**src/rtl/tone_detector.sv**
```systemverilog
// tone_detector: recovers the tone envelope from a PWM audio line, measures its
// period in prescaler ticks and classifies it as note D/E/G/A after confirmation.
module tone_detector #(
    parameter int TICK_DIV = 64,
    parameter int HOLD     = 300,
    parameter int TOL      = 16,
    parameter int CONFIRM  = 2,
    parameter int TIMEOUT  = 2000
) (
    input  logic        clk,
    input  logic        rst,
    input  logic        ain,
    output logic [2:0]  note,
    output logic        note_valid,
    output logic        note_change,
    output logic [11:0] period
);
    localparam int PW = TICK_DIV > 1 ? $clog2(TICK_DIV) : 1;
    localparam int HW = $clog2(HOLD + 1);

    logic [PW-1:0] pre;
    logic          tick, s1, ain_s, env, env_d, env_rise, armed, armed_n, capture, timeout;
    logic [HW-1:0] hold;
    logic [11:0]   cnt;
    logic [2:0]    cls, cand, cand_n, match, match_n, note_n;

    function automatic logic near(input logic [11:0] p, input logic [11:0] nom);
        near = (p >= nom ? p - nom : nom - p) <= 12'(TOL);
    endfunction

    assign tick     = pre == PW'(TICK_DIV - 1);
    assign env_rise = env & ~env_d;
    assign capture  = env_rise & armed;
    // A rise in the same cycle beats the timeout; the capture then sees the stale count.
    assign timeout  = tick && cnt == 12'(TIMEOUT - 1) && !env_rise;
    assign cls      = near(cnt, 12'd1330) ? 3'd1 : near(cnt, 12'd1186) ? 3'd2 :
                      near(cnt, 12'd996)  ? 3'd3 : near(cnt, 12'd888)  ? 3'd4 : 3'd0;

    always_ff @(posedge clk or posedge rst) begin
        if (rst) begin
            pre         <= '0;
            s1          <= 1'b0;
            ain_s       <= 1'b0;
            hold        <= '0;
            env         <= 1'b0;
            env_d       <= 1'b0;
            cnt         <= '0;
            period      <= '0;
            note_change <= 1'b0;
        end else begin
            pre         <= tick ? '0 : pre + PW'(1);
            s1          <= ain;
            ain_s       <= s1;
            hold        <= ain_s ? HW'(HOLD) : hold != '0 ? hold - HW'(1) : '0;
            env         <= hold != '0;
            env_d       <= env;
            cnt         <= env_rise ? '0 : tick && cnt != 12'hfff ? cnt + 12'd1 : cnt;
            period      <= capture ? cnt : period;
            note_change <= note_n != note;
        end
    end

    // confirmation FSM: state register
    always_ff @(posedge clk or posedge rst) begin
        if (rst) begin
            note  <= '0;
            cand  <= '0;
            match <= '0;
            armed <= 1'b0;
        end else begin
            note  <= note_n;
            cand  <= cand_n;
            match <= match_n;
            armed <= armed_n;
        end
    end

    // confirmation FSM: next state
    always_comb begin
        armed_n = env_rise | (armed & ~timeout);
        cand_n  = timeout ? 3'd0 : capture ? cls : cand;
        match_n = timeout ? 3'd0 :
                  !capture ? match :
                  cls == 3'd0 ? 3'd0 :
                  cls != cand ? 3'd1 :
                  match == 3'(CONFIRM) ? match : match + 3'd1;
        note_n  = timeout ? 3'd0 :
                  capture && match_n == 3'(CONFIRM) && cand_n != note ? cand_n : note;
    end

    // confirmation FSM: outputs
    always_comb begin
        note_valid = note != 3'd0;
    end
endmodule
```
**config.mk**
```make
export PLATFORM = sky130hd
export DESIGN_NAME = tone_detector
export DESIGN_NICKNAME = d
export VERILOG_FILES = /design/src/rtl/tone_detector.sv
export SDC_FILE = /design/constraint.sdc
export NUM_CORES = 1
export LEC_CHECK = 0
export CELL_PAD_IN_SITES_DETAIL_PLACEMENT = 1
export CELL_PAD_IN_SITES_GLOBAL_PLACEMENT = 2
export CORE_MARGIN = 10
export CORE_UTILIZATION = 40
export DETAILED_ROUTE_END_ITERATION = 8
export PLACE_DENSITY = 0.92
export SKIP_CTS_REPAIR_TIMING = 1
export SLEW_MARGIN = 20
export SYNTH_ARGS = -nofsm -noshare
export SYNTH_HDL_FRONTEND = slang
export SYNTH_SLANG_ARGS = --single-unit
```
**constraint.sdc**
```tcl
create_clock -name clk -period 6.03 [get_ports clk]
set_clock_uncertainty 0.2 [all_clocks]
set_input_delay 0.9045 -clock clk [delete_from_list [all_inputs] [get_ports clk]]
set_output_delay 0.9045 -clock clk [all_outputs]
set_load 0.02 [all_outputs]
```
# --- Yosys cells after proc, flatten, opt, wreduce, memory -nomap -nowiden ---
# Cells that the tools add are included.
word_totals:
  reg_bits: 54
  latch_bits: 0
  mem_bits_rw: 0
  mem_bits_ro: 0
  input_bits: 3
  out_inout_bits: 17
  n_memories: 0
classes:
  addsub: 12
  mul: 0
  n_div: 0
  order_cmp: 8
  n_eq_ne: 8
  shift: 0
  mux: 22
  bitwise: 6
  n_reduce_logical: 10
op_table:
  columns: ["cell", "count"]
  rows:
  - ["$mux W12", 6]
  - ["$le A12 B5 Y1 const B", 4]
  - ["$mux W3", 13]
  - ["$ge A12 B10 Y1 const B", 2]
  - ["$ge A12 B11 Y1 const B", 2]
  - ["$sub A10 B12 Y12 const A", 2]
  - ["$sub A11 B12 Y12 const A", 2]
  - ["$sub A12 B10 Y12 const B", 2]
  - ["$sub A12 B11 Y12 const B", 2]
  - ["$mux W9", 2]
  - ["$add A12 B1 Y12 const B", 1]
  - ["$eq A12 B11 Y1 const B", 1]
  - ["$ne A12 B12 Y1 const B", 1]
  - ["$ne A3 B3 Y1", 3]
  - ["$reduce_bool A9 Y1", 1]
  - ["$sub A9 B1 Y9 const B", 1]
  - ["$add A6 B1 Y6 const B", 1]
  - ["$eq A3 B2 Y1 const B", 2]
  - ["$eq A6 B6 Y1 const B", 1]
  - ["$mux W6", 1]
  - ["$logic_and A1 B1 Y1", 5]
  - ["$add A3 B1 Y3 const B", 1]
  - ["$and A1 B1 Y1", 3]
  - ["$logic_not A3 Y1", 1]
  - ["other kinds (5)", 6]

# --- Logic depth before layout (Yosys ltp) ---
logic_depth:
  ltp_word: 18
  depth_mapped: 14
  depth_no_buf: 12

# --- Least setup slack after synthesis ---
# No wires, ideal clock.
synth_timing:
  path_type: "reg-to-reg"
  start: "register cnt[3]"
  end: "register match[1]"
  setup_ns: 0.077
  arrival_time_ns: 3.614
  path_slack_ns: 2.138
  path_stages_with_launch: 14
  path_buffers: 1
  period_less_slack_ns: 3.892
  cell_sequence: "dfrtp_1 clkbuf_1 inv_1 ha_1 nor2b_1 o221a_1 mux2_2 or3_1 a22oi_1 nand4_1 xnor2_1 o31a_1 or4_1 a21oi_1"
synth_between:
  elab_chain_len: 12
  word_cells_on_any_way: 33
  classes_between: "8 x add/sub; 8 x order compare; 2 x eq/ne; 12 x mux; 3 x reduce/logical"
synth_lines:
  columns: ["element", "line", "rtl"]
  rows:
  - ["start: declaration", "24", "logic [11:0] cnt;"]
  - ["start signal: assignment", "57", "cnt <= env_rise ? '0 : tick && cnt != 12'hfff ? cnt + 12'd1 : cnt;"]
  - ["$sub A10 B12 Y12 (tied with other cells)", "28", "near = (p >= nom ? p - nom : nom - p) <= 12'(TOL);"]
  - ["$mux W12", "28", null]
  - ["$le A12 B5 Y1", "28", null]
  - ["$mux W3 (2 in series)", "37", "near(cnt, 12'd996) ? 3'd3 : near(cnt, 12'd888) ? 3'd4 : 3'd0;"]
  - ["$mux W3 (2 in series)", "36", "assign cls = near(cnt, 12'd1330) ? 3'd1 : near(cnt, 12'd1186) ? 3'd2 :"]
  - ["$ne A3 B3 Y1", "85", "cls != cand ? 3'd1 :"]
  - ["$mux W3", "85", null]
  - ["$mux W3", "84", "cls == 3'd0 ? 3'd0 :"]
  - ["$mux W3", "83", "!capture ? match :"]
  - ["$mux W3 *", "82", "match_n = timeout ? 3'd0 :"]
  - ["named net match_n[1]", "25", "logic [2:0] cls, cand, cand_n, match, match_n, note_n;"]
  - ["end signal: assignment", "73", "match <= match_n;"]
  - ["end: declaration", "25", null]
# Mark *: on every way through the listed nets, which the timed path passes. The rest lies on a longest branch.
# A chain may end at the register's enable or synchronous reset.

# --- Final worst setup path ---
layout_timing:
  start: "register cnt[3]"
  end: "register note_change"
layout_between:
  elab_chain_len: 18
  word_cells_on_any_way: 42
  classes_between: "8 x add/sub; 8 x order compare; 5 x eq/ne; 16 x mux; 5 x reduce/logical"
layout_lines:
  columns: ["element", "line", "rtl"]
  rows:
  - ["$sub A10 B12 Y12 (tied with other cells)", "28", null]
  - ["$mux W12", "28", null]
  - ["$le A12 B5 Y1", "28", null]
  - ["$mux W3 (2 in series)", "37", null]
  - ["$mux W3 (2 in series)", "36", null]
  - ["$ne A3 B3 Y1", "85", null]
  - ["$mux W3", "85", null]
  - ["$mux W3", "84", null]
  - ["$mux W3", "83", null]
  - ["$mux W3", "82", null]
  - ["$eq A3 B2 Y1", "88", "capture && match_n == 3'(CONFIRM) && cand_n != note ? cand_n : note;"]
  - ["$logic_and A1 B1 Y1 (2 in series)", "88", null]
  - ["$mux W3", "88", null]
  - ["$mux W3 *", "87", "note_n = timeout ? 3'd0 :"]
  - ["$ne A3 B3 Y1 *", "59", "note_change <= note_n != note;"]
  - ["end signal: assignment", "59", null]
  - ["end: declaration", "15", "output logic note_change,"]
# Mark *: on every way between the ends. The rest lies on a longest branch, timed or not.

==> impl_results.md <==
* Post-layout min period at 4.59 ns
* Die width at about 120 µm
* F_max at ~0.22 GHz
* Final Max Tran Viols at 0
* Area grow syn2layout at 9.45%
* Clock share of power at around 39%
* Tcrit/Tclk final at between 70 and 80%
* Worst slew margin at between 40% and 50%
* Via Count at 4,013
* Starting Density at just over 40%
* # rows at 37
* Worst vdd ir at approximately 0.13 mV
* Switching part of the total at 22.2%
* DR DRC count at 0
* Die Ht at 123 µm
* Synthesized instance count at about 520
* Synth top area share at a little under a third
* NetSw at roughly 140 µW
* H-Tree Level Count at 2
* Io pins at 20
* Worst-path clk slew at 0.10 ns
* Syn_area_per_cell at 8.26 µm²
* Largest net degree at the start of global routing at 55
* N_diodes at 0
* Largest cells by area after synthesis: dfrtp_1 (32%), ha_1 (6.4%), xnor2_1 (5.5%)
* Via count of the first global-routing pass at 4,060
* Critical path class: reg2reg
* Share of post-route cells with drive strength above 1 at approximately 7.1%
* Initial antenna violation count at 0
* DRT antenna net count at 0
* Final HPWL DP at approximately 9300 µm
* CTS Sinks at 54
* Total Routing Usage GR at about 17%
* Hold-critical path endpoint: ain_s
* Yosys top cell by area: dfrtp_1
* #FFs+latches synth at 54
* Netlist cell types at between 70 and 80
* Crit-path slowest cell: dfrtp_1
* Slew at the pin with the worst max-slew slack at between 0.8 and 0.9 ns
* Fillers at around 1.3k
* Die area at approximately 15,000 µm²
* Critical path's top delay family: compound AO/OA/AOI/OAI gates
* Min-delay src: s1
* R2R cell count at 12
* Leading cell types by count after synthesis: nand2_1 (55), dfrtp_1 (54), nor2_1 (37)
* Worst EP required at about 6.1 ns
* CP cell instances: inv_1, ha_1, nor2b_1, a211o_1, a221o_1, and3_1, o2111ai_1, o211ai_1, nand3b_2, xnor2_1, o41ai_1, a22o_1
* R2R Path End: note_change
* IO buf count at 19
* Worst Path Buf+Inv at 1
* Final hold vios at 0
* Power Density at 137 nW/µm²
* Setup Viol. Count Final at 0
* Max incr delay on CP at approximately 0.66 ns
* Startpoint types: flip-flop
* Syn_nets at approximately 540
* Arr. time, crit path at about 4.6 ns
* CTS root buffer: clkbuf_8
* TritonCTS clock tree: yes
* Worst Path Max Fanout at 13
* Drt total wl at roughly 13,000 µm
* TritonCTS Buffers at 5
* Clock Path Buffers at 2
* RSZ-0062 raised after global routing: no
* Post-synthesis sequential area ratio at between 30% and 40%
* Status: complete, no violations
* Max-cap violation count at 0
* FF-to-FF setup slack at around 1.4 ns
* Mapped Area at 4280 µm²
* Min-Delay Path Class: reg2reg
* Placeable Area at ~10,000 µm²
* Hold Path Depth at 0
* First-pass GRT wire length at 21,200 µm
* WL/cell at 19.2 µm
* First-pass detailed-route iteration total at 5
* Post-layout net count at between 500 and 600
* Count leader, synth: nand2_1
* Ys Warns at 0
* EDFF count, synth at 0
* Logic pwr share at approximately 3.4%
* Worst skew pair latency at about 0.31 ns
* Post-synth top flop: dfrtp_1
* Routed vias/inst at roughly 6.1
* Util after Layout at between 40% and 50%
* Static leakage at about 1.8 nW
* Critical Path End Type: flip-flop
* Setup TNS at 0 ns
* Post-synth ARST share at 100%
* Routability cong. at just under 0.9
* Starting DRT DRC Count at 300
* Gr ovfl total at 0
* Sequential power share at between 50% and 60%
* Internal power at ~500 µW
* Worst r2r src: cnt[3]
==> cell type report <==
| type | count | area, µm² | area share [%] |
|---|---|---|---|
| clock inverters | 2 | 37.5 | 0.802 |
| multi-input cells | 409 | 2710 | 58.0 |
| well taps | 136 | 170 | 3.64 |
| repair buffers | 27 | 250 | 5.35 |
| clock buffers | 6 | 72.6 | 1.55 |
| flip-flops and latches | 54 | 1350 | 28.9 |
| inverters | 23 | 86.3 | 1.84 |
==> per-stage QoR <==
stage	hold slack, ns	total power [mW]	instance area, µm²	std cells	setup slack [ns]
2_1_floorplan	0.131	0.393	4280	518	2.14
3_3_place_gp	0.138	0.399	4570	649	1.55
4_1_cts	0.168	0.653	4680	657	1.34
5_1_grt	0.188	0.674	4680	657	1.14
3_5_place_dp	0.143	0.401	4570	649	1.38
6_report	0.163	0.641	4680	657	1.44
==> layer usage <==
metal  track usage, %  up-vias  share of wire, %
li1                 -     1880                 -
met1             22.4     2023                46
met2             28.8       93                49
met3             2.51       17               3.8
met4             3.42        0               1.6
met5                0        -                 0
==> layout by cell type, fill, tap and decap left out, drive strengths merged, types with 10 or more instances in the layout <==
cell,netlist,routed
dfrtp,54,54
nand4,10,10
a21oi,29,29
nor2,37,37
clkdlybuf4s50,0,19
nor2b,11,11
nand3,17,17
nand2,55,55
xnor2,27,27
inv,23,23
nor3,15,15
ha,22,22
o21ai,42,42
==> registers in the layout, indices dropped and copies added, names as in the netlist <==
signal       cells
hold             9
pre              6
env              1
period          12
ain_s            1
note_change      1
cand             3
cnt             12
note             3
armed            1
s1               1
env_d            1
match            3
==> worst reg2reg max path: stages, from the launching register on <==
cell	delay [ns]
dfrtp_1	0.66
inv_1	0.35
ha_1	0.35
nor2b_1	0.21
a211o_1	0.35
a221o_1	0.32
and3_1	0.17
o2111ai_1	0.42
o211ai_1	0.27
nand3b_2	0.33
xnor2_1	0.18
o41ai_1	0.52
a22o_1	0.23
==> cells by family after synthesis <==
family | Yosys count | synth area share (%)
AO/OA/AOI/OAI | 151 | 24.2
XOR/XNOR | 32 | 6.55
adder cells (fa/ha/maj) | 22 | 6.44
buffers and inverters | 55 | 5.09
flip-flops | 54 | 31.6
multiplexers | 11 | 2.66
AND/OR/NAND/NOR | 193 | 23.4
==> how the worst max path moves through the flow <==
stage	startpoint	depth (start not counted)	end	slack, ns
2_1_floorplan	cnt[3]	13	match[1]	2.14
3_5_place_dp	cnt[4]	9	match[1]	1.38
4_1_cts	cnt[4]	9	match[1]	1.34
6_report	cnt[3]	12	note_change	1.44
3_3_place_gp	cnt[4]	9	match[1]	1.55
5_1_grt	cnt[3]	12	match[1]	1.14
==> power groups by stage <==
stage                     sequential, mW  combinational (mW)  clock [mW]
final                              0.371              0.0216       0.249
after global routing               0.372              0.0255       0.276
after CTS                          0.371              0.0227       0.260
after detailed placement           0.378              0.0226           0
after global placement             0.378              0.0214           0
after floorplan                    0.377              0.0159           0
Power figures use the tool's default switching activity.
